File: src/rtl/csr_regfile.sv
`default_nettype none
// ============================================================================
// Module   : csr_regfile
// Purpose  : LoongArch control/status register file. Consumes the writeback
//            stage's CSR write, exception-commit and ertn-commit strobes.
//            Serves combinational CSR reads to decode, supplies the exception
//            entry and ertn return PCs to fetch, runs the constant timer and
//            produces the pending-interrupt flag.
// Ports    : clk, resetn       - clock, asynchronous active-low reset
//            csr_we/num/wmask/wvalue - masked CSR write from WB
//            wb_ex/ecode/esubcode/pc - exception commit from WB
//            ertn_flush        - ertn commit from WB
//            rd_csr_num/csr_rvalue   - combinational read port for ID
//            ex_entry/ertn_entry     - EENTRY / ERA to IF
//            has_int           - enabled interrupt pending
//            hw_int_in/ipi_int_in    - level interrupt inputs
// Revision : 1.0 - initial release
// ============================================================================
module csr_regfile #(
   parameter int          TIMER_W   = 32,
   parameter logic [31:0] TID_RESET = 32'h0
) (
   input  logic        clk,
   input  logic        resetn,
   input  logic        csr_we,
   input  logic [13:0] csr_num,
   input  logic [31:0] csr_wmask,
   input  logic [31:0] csr_wvalue,
   input  logic        wb_ex,
   input  logic [5:0]  wb_ecode,
   input  logic [8:0]  wb_esubcode,
   input  logic [31:0] wb_pc,
   input  logic        ertn_flush,
   input  logic [13:0] rd_csr_num,
   output logic [31:0] csr_rvalue,
   output logic [31:0] ex_entry,
   output logic [31:0] ertn_entry,
   output logic        has_int,
   input  logic [7:0]  hw_int_in,
   input  logic        ipi_int_in
);

   // CSR addresses
   localparam logic [13:0] c_CRMD   = 14'h00;
   localparam logic [13:0] c_PRMD   = 14'h01;
   localparam logic [13:0] c_ECFG   = 14'h04;
   localparam logic [13:0] c_ESTAT  = 14'h05;
   localparam logic [13:0] c_ERA    = 14'h06;
   localparam logic [13:0] c_BADV   = 14'h07;
   localparam logic [13:0] c_EENTRY = 14'h0C;
   localparam logic [13:0] c_SAVE0  = 14'h30;
   localparam logic [13:0] c_SAVE1  = 14'h31;
   localparam logic [13:0] c_SAVE2  = 14'h32;
   localparam logic [13:0] c_SAVE3  = 14'h33;
   localparam logic [13:0] c_TID    = 14'h40;
   localparam logic [13:0] c_TCFG   = 14'h41;
   localparam logic [13:0] c_TVAL   = 14'h42;
   localparam logic [13:0] c_TICLR  = 14'h44;

   // ECFG.LIE bit 10 does not exist
   localparam logic [12:0] c_ECFG_MASK = 13'h1BFF;
   localparam logic [TIMER_W-1:0] c_TVAL_ONE = {{(TIMER_W-1){1'b0}}, 1'b1};

   // ------------------------------------------------------------------------
   // State
   // ------------------------------------------------------------------------
   logic [4:0]         crmd_q,      crmd_d;       // PG,DA,IE,PLV[1:0]
   logic [2:0]         prmd_q,      prmd_d;       // PIE,PPLV[1:0]
   logic [12:0]        ecfg_q,      ecfg_d;
   logic [1:0]         sw_is_q,     sw_is_d;
   logic [7:0]         hw_is_q,     hw_is_d;
   logic               ipi_is_q,    ipi_is_d;
   logic               timer_is_q,  timer_is_d;
   logic [5:0]         ecode_q,     ecode_d;
   logic [8:0]         esub_q,      esub_d;
   logic [31:0]        era_q,       era_d;
   logic [31:0]        badv_q,      badv_d;
   logic [25:0]        eentry_q,    eentry_d;
   logic [31:0]        save_q [4];
   logic [31:0]        save_d [4];
   logic [31:0]        tid_q,       tid_d;
   logic [TIMER_W-1:0] tcfg_q,      tcfg_d;
   logic [TIMER_W-1:0] tval_q,      tval_d;
   logic               timer_en_q,  timer_en_d;

   logic [31:0] w_wdata;
   logic        w_tcfg_wr;
   logic        w_ticlr;
   logic        w_timer_set;
   logic [31:0] w_tcfg_ext;
   logic [31:0] w_tval_ext;
   logic [12:0] w_is;
   logic [31:0] w_rdata;

   function automatic logic [31:0] f_mw(input logic [31:0] old_v,
                                        input logic [31:0] wmask,
                                        input logic [31:0] wvalue);
      return (old_v & ~wmask) | (wvalue & wmask);
   endfunction

   // Zero-extended views of the timer registers (TIMER_W may be 32)
   always_comb begin
      w_tcfg_ext                = '0;
      w_tcfg_ext[TIMER_W-1:0]   = tcfg_q;
      w_tval_ext                = '0;
      w_tval_ext[TIMER_W-1:0]   = tval_q;
   end

   assign w_is = {ipi_is_q, timer_is_q, 1'b0, hw_is_q, sw_is_q};

   // ------------------------------------------------------------------------
   // Next-state logic
   // ------------------------------------------------------------------------
   always_comb begin
      crmd_d      = crmd_q;
      prmd_d      = prmd_q;
      ecfg_d      = ecfg_q;
      sw_is_d     = sw_is_q;
      hw_is_d     = hw_int_in;
      ipi_is_d    = ipi_int_in;
      timer_is_d  = timer_is_q;
      ecode_d     = ecode_q;
      esub_d      = esub_q;
      era_d       = era_q;
      badv_d      = badv_q;
      eentry_d    = eentry_q;
      save_d      = save_q;
      tid_d       = tid_q;
      tcfg_d      = tcfg_q;
      tval_d      = tval_q;
      timer_en_d  = timer_en_q;
      w_wdata     = '0;
      w_tcfg_wr   = 1'b0;
      w_ticlr     = 1'b0;
      w_timer_set = 1'b0;

      // Exception beats ertn beats CSR write; losers are dropped
      if (wb_ex) begin
         prmd_d      = crmd_q[2:0];
         crmd_d[2:0] = 3'b000;
         era_d       = wb_pc;
         ecode_d     = wb_ecode;
         esub_d      = wb_esubcode;
      end else if (ertn_flush) begin
         crmd_d[2:0] = prmd_q;
      end else if (csr_we) begin
         case (csr_num)
            c_CRMD: begin
               w_wdata = f_mw({27'b0, crmd_q}, csr_wmask, csr_wvalue);
               crmd_d  = w_wdata[4:0];
            end
            c_PRMD: begin
               w_wdata = f_mw({29'b0, prmd_q}, csr_wmask, csr_wvalue);
               prmd_d  = w_wdata[2:0];
            end
            c_ECFG: begin
               w_wdata = f_mw({19'b0, ecfg_q}, csr_wmask, csr_wvalue);
               ecfg_d  = w_wdata[12:0] & c_ECFG_MASK;
            end
            c_ESTAT: begin
               // only IS[1:0] is software-writable
               w_wdata = f_mw({30'b0, sw_is_q}, csr_wmask, csr_wvalue);
               sw_is_d = w_wdata[1:0];
            end
            c_ERA: begin
               w_wdata = f_mw(era_q, csr_wmask, csr_wvalue);
               era_d   = w_wdata;
            end
            c_BADV: begin
               w_wdata = f_mw(badv_q, csr_wmask, csr_wvalue);
               badv_d  = w_wdata;
            end
            c_EENTRY: begin
               w_wdata  = f_mw({eentry_q, 6'b0}, csr_wmask, csr_wvalue);
               eentry_d = w_wdata[31:6];
            end
            c_SAVE0, c_SAVE1, c_SAVE2, c_SAVE3: begin
               w_wdata                 = f_mw(save_q[csr_num[1:0]], csr_wmask, csr_wvalue);
               save_d[csr_num[1:0]]    = w_wdata;
            end
            c_TID: begin
               w_wdata = f_mw(tid_q, csr_wmask, csr_wvalue);
               tid_d   = w_wdata;
            end
            c_TCFG: begin
               w_wdata   = f_mw(w_tcfg_ext, csr_wmask, csr_wvalue);
               tcfg_d    = w_wdata[TIMER_W-1:0];
               w_tcfg_wr = 1'b1;
            end
            c_TICLR: begin
               w_ticlr = csr_wvalue[0] & csr_wmask[0];
            end
            default: ;
         endcase
      end

      // Timer: a TCFG write restarts the count and overrides this cycle's tick
      if (w_tcfg_wr) begin
         timer_en_d = tcfg_d[0];
         tval_d     = {tcfg_d[TIMER_W-1:2], 2'b00};
      end else if (timer_en_q) begin
         if (tval_q != '0) begin
            tval_d = tval_q - c_TVAL_ONE;
         end else begin
            w_timer_set = 1'b1;
            if (tcfg_q[1]) begin
               tval_d = {tcfg_q[TIMER_W-1:2], 2'b00};
            end else begin
               timer_en_d = 1'b0;
            end
         end
      end

      // An expiry in the same cycle as TICLR keeps the interrupt pending
      if (w_timer_set) begin
         timer_is_d = 1'b1;
      end else if (w_ticlr) begin
         timer_is_d = 1'b0;
      end
   end

   // ------------------------------------------------------------------------
   // State registers
   // ------------------------------------------------------------------------
   always_ff @(posedge clk or negedge resetn) begin
      if (!resetn) begin
         crmd_q     <= 5'h08;
         prmd_q     <= '0;
         ecfg_q     <= '0;
         sw_is_q    <= '0;
         hw_is_q    <= '0;
         ipi_is_q   <= 1'b0;
         timer_is_q <= 1'b0;
         ecode_q    <= '0;
         esub_q     <= '0;
         era_q      <= '0;
         badv_q     <= '0;
         eentry_q   <= '0;
         for (int i = 0; i < 4; i++) begin
            save_q[i] <= '0;
         end
         tid_q      <= TID_RESET;
         tcfg_q     <= '0;
         tval_q     <= '0;
         timer_en_q <= 1'b0;
      end else begin
         crmd_q     <= crmd_d;
         prmd_q     <= prmd_d;
         ecfg_q     <= ecfg_d;
         sw_is_q    <= sw_is_d;
         hw_is_q    <= hw_is_d;
         ipi_is_q   <= ipi_is_d;
         timer_is_q <= timer_is_d;
         ecode_q    <= ecode_d;
         esub_q     <= esub_d;
         era_q      <= era_d;
         badv_q     <= badv_d;
         eentry_q   <= eentry_d;
         save_q     <= save_d;
         tid_q      <= tid_d;
         tcfg_q     <= tcfg_d;
         tval_q     <= tval_d;
         timer_en_q <= timer_en_d;
      end
   end

   // ------------------------------------------------------------------------
   // Read port and outputs (no write bypass; ID resolves hazards)
   // ------------------------------------------------------------------------
   always_comb begin
      w_rdata = '0;
      case (rd_csr_num)
         c_CRMD:   w_rdata = {27'b0, crmd_q};
         c_PRMD:   w_rdata = {29'b0, prmd_q};
         c_ECFG:   w_rdata = {19'b0, ecfg_q};
         c_ESTAT:  w_rdata = {1'b0, esub_q, ecode_q, 3'b0, w_is};
         c_ERA:    w_rdata = era_q;
         c_BADV:   w_rdata = badv_q;
         c_EENTRY: w_rdata = {eentry_q, 6'b0};
         c_SAVE0:  w_rdata = save_q[0];
         c_SAVE1:  w_rdata = save_q[1];
         c_SAVE2:  w_rdata = save_q[2];
         c_SAVE3:  w_rdata = save_q[3];
         c_TID:    w_rdata = tid_q;
         c_TCFG:   w_rdata = w_tcfg_ext;
         c_TVAL:   w_rdata = w_tval_ext;
         default:  w_rdata = '0;
      endcase
   end

   assign csr_rvalue = w_rdata;
   assign ex_entry   = {eentry_q, 6'b0};
   assign ertn_entry = era_q;
   assign has_int    = crmd_q[2] & (|(w_is & ecfg_q));

endmodule
`default_nettype wire

File: config.mk
export PLATFORM = sky130hd
export DESIGN_NAME = csr_regfile
export DESIGN_NICKNAME = d
export VERILOG_FILES = /design/src/rtl/csr_regfile.sv
export SDC_FILE = /design/constraint.sdc
export NUM_CORES = 1
export LEC_CHECK = 0
export CAP_MARGIN = 10
export CORE_AREA = 5 5 187 189
export DETAILED_ROUTE_END_ITERATION = 16
export DIE_AREA = 0 0 192 194
export GPL_ROUTABILITY_DRIVEN = 1
export PLACE_DENSITY = 0.85
export SLEW_MARGIN = 20
export SYNTH_ARGS = -nofsm -noshare
export SYNTH_HDL_FRONTEND = slang
export SYNTH_SLANG_ARGS = --single-unit
File: constraint.sdc
create_clock -name clk -period 6.7 [get_ports clk]
set_input_delay 1.34 -clock clk [delete_from_list [all_inputs] [get_ports clk]]
set_output_delay 1.34 -clock clk [all_outputs]
set_load 0.005 [all_outputs]
==> metrics.md <==
| Metric | Value |
|---|---|
| First-pass GRT wire length | `approximately 110000 um` |
| Critical path class | `in2out` |
| Post-Layout Cell Count | `approximately 2600` |
| Die height | `roughly 190 um` |
| Number of synthesized flops with an enable pin | `0` |
| Synth Instances | `a little under 2000` |
| Die ar. | `approximately 37000 um2` |
| Max VDD drop | `0.156 mV` |
| Leak | `approximately 10 nW` |
| Upper clock frequency limit | `about 0.16 GHz` |
| CTS tree | `built` |
| Gr usage total | `0.361` |
| Tcrit/Tclk final | `0.915` |
| Outcome | `completed` |
| Mean Syn Cell Area | `10.1 um2` |
| Core footprint | `about 33000 um2` |
| Worst slew pin tran | `1.19 ns` |
| Antenna Nets Post-Route | `0` |
| H-tree depth | `2` |
| Sink Count | `between 300 and 400` |
| Ys Warns | `0` |
| Area leader, netlist | `dfrtp_1` |
| Top post-synthesis cells by area | `dfrtp_1, mux2_2, nand2_1` |
| Area growth, synth to finish | `21.0%` |
| Min Tclk post-route | `approximately 6.1 ns` |
| Routability congestion estimate | `~0.95` |
| Post-synth top flop | `dfrtp_1` |
| Largest net degree at the start of global routing | `roughly 140` |
| Setup violations, final | `0` |
| Skew final | `between 0.015 and 0.02 ns` |
| Synth Register Bits | `between 300 and 400` |
| HP Start | `save_q[24]` |
| Final Util | `0.715` |
| Synthesized cell area | `between 15000 and 20000 um2` |
| DR WL/cell | `between 20 and 30 um` |
| Worst-path clk slew | `approximately 0.060 ns` |
| Number of antenna violations at the first check in global routing | `2` |
| Gr ovfl total | `0` |
| Most common cell in the netlist | `nand2_1` |
| Cts bufs inserted | `39` |
| DR iter-0 viols | `2588` |
| Postcts setup bufs | `0` |
| Crit path max fanout | `15` |
| Layout cell share with drive strength beyond 1 | `0.159` |
| Final WS setup | `~0.57 ns` |
| RSZ-0062 raised after global routing | `false` |
| Worst reg-to-reg path cell count | `6` |
| Worst EP required | `between 5 and 6 ns` |
| Clock Tree Buf Depth | `3` |
| Worst hold slack | `approximately 0.50 ns` |
| Pre-antenna DRT Iters | `8` |
| Clock Latency Late Sink | `0.54 ns` |
| DP HPWL | `45300 um` |
| CP Launch Point | `rd_csr_num[9]` |
| Critical path arrival | `4.79 ns` |
| FFs w/ async S/R, synth | `1.00` |
| Top Ports | `250` |
| Place WS | `0.654 ns` |
| I/O Buffers | `~240` |
| Startpoint class of the critical path | `input port` |
| Hold Violations, Final | `0` |
| Vias per inst | `slightly below 7` |
| Clk root buf | `clkbuf_16` |
| Vias in the first global route | `around 18000` |
| Pwr/cell area | `between 200 and 250 nW/um2` |
| Total of max-cap violations | `0` |
| Die width | `192 um` |
| Post-CTS sizing | `0` |
| Yosys top cell area share | `0.462` |
| Worst hold path class | `reg2reg` |
| Worst setup EP type | `output port` |
| Vias | `17900` |
| DRC Markers | `0` |
| Top cells by count, synth | `nand2_1, dfrtp_1, o21ai_0` |
| Synth cell types | `81` |
| # rows | `67` |
| Setup TNS | `0 ns` |
| Cell count after placement | `2520` |
| R2R Path Start | `tval_q[15]` |
| Final WL | `68200 um` |
| Sequential fraction of the synthesis area | `0.463` |
| Starting Density | `0.591` |
| Final Max Tran Viols | `0` |
| Slew headroom | `0.202` |
| Cts hold-fix bufs | `0` |
| Hold depth | `2` |
| Final Net Count | `between 2000 and 2500` |
-- layout by cell type, fill, tap and decap left out, types with 7 or more instances in the layout --
master,netlist,layout
nand2_1,391,391
dfrtp_1,361,361
clkdlybuf4s50_1,0,237
o21ai_0,179,179
mux2_2,155,155
mux2i_1,119,119
a22oi_1,80,80
nor2_1,73,69
clkbuf_16,0,41
buf_4,8,41
mux4_2,39,39
nand3_1,39,38
a21oi_1,35,35
a222oi_1,22,22
nor3_1,19,18
nand4_1,16,16
mux2_1,16,16
a221oi_1,14,14
o22ai_1,13,13
a31oi_1,13,13
clkbuf_8,0,13
xnor2_1,12,12
nor4_1,13,11
a211oi_1,11,11
o21ai_1,11,11
inv_1,9,9
nor2b_1,7,7
and3_1,8,7
o32ai_1,7,7
or4_1,7,7
a221o_1,7,7
clkinv_2,0,7
-- metal layers --
layer  up-vias  track usage  part of all wire
met1      8790        0.495              0.37
li1       7445            -                 -
met4         2        0.167             0.056
met2      1332        0.542              0.45
met5         -            0           0.00016
met3       298       0.0911              0.12
-- worst max-delay path, cell delays in order --
cell and delay, ns:
clkdlybuf4s50_1 0.41, nor4_2 0.43, nand3_1 0.30, or3b_2 0.60, nor2_2 0.52, buf_4 0.39, a221oi_1 0.12, nand3_1 0.13
clkdlybuf4s50_1 0.52
-- area by class of cell --
| cell class | instances | area [um2] |
|---|---|---|
| multi-input cells | 1415 | 9890 |
| fillers | 2270 | 9440 |
| flip-flops and latches | 362 | 9060 |
| repair buffers | 286 | 2780 |
| clock buffers | 57 | 1220 |
| well taps | 448 | 561 |
| clock inverters | 12 | 140 |
| inverters | 9 | 33.8 |
| diodes | 1 | 2.50 |
-- final timing paths --
kind	slack, ns	endpoint
setup / recovery	0.57	csr_rvalue[30]
hold / removal	0.50	save_q[24]
setup reg to reg	3.06	tval_q[29]
hold reg to reg	0.50	save_q[24]
max in group asynchronous	4.50	async pin
min in group asynchronous	0.84	async pin
-- through the flow --
| step | cell area [um2] | power [mW] |
|---|---|---|
| floorplan | 19600 | 2.49 |
| detailed placement | 22300 | 2.75 |
| global route | 23700 | 5.13 |
| finish | 23700 | 5.00 |
| global placement | 22300 | 2.74 |
| CTS | 23700 | 4.99 |
-- cell families after synthesis --
| logic type | after synthesis | synth area share |
|---|---|---|
| AND/OR/NAND/NOR | 621 | 0.141 |
| AO/OA/AOI/OAI | 440 | 0.146 |
| flip-flops | 362 | 0.463 |
| multiplexers | 329 | 0.204 |
| buffers and inverters | 167 | 0.0356 |
| XOR/XNOR | 17 | 0.00761 |
| adder cells (fa/ha/maj) | 2 | 0.00128 |
| other | 1 | 0.000192 |
-- power by group --
part	leakage, nW	switching [mW]	internal [mW]
Clock	0.672	0.903	1.37
Sequential	4.89	0.0654	2.23
Combinational	4.65	0.234	0.194
No activity file was read; power rests on OpenSTA's default activity.
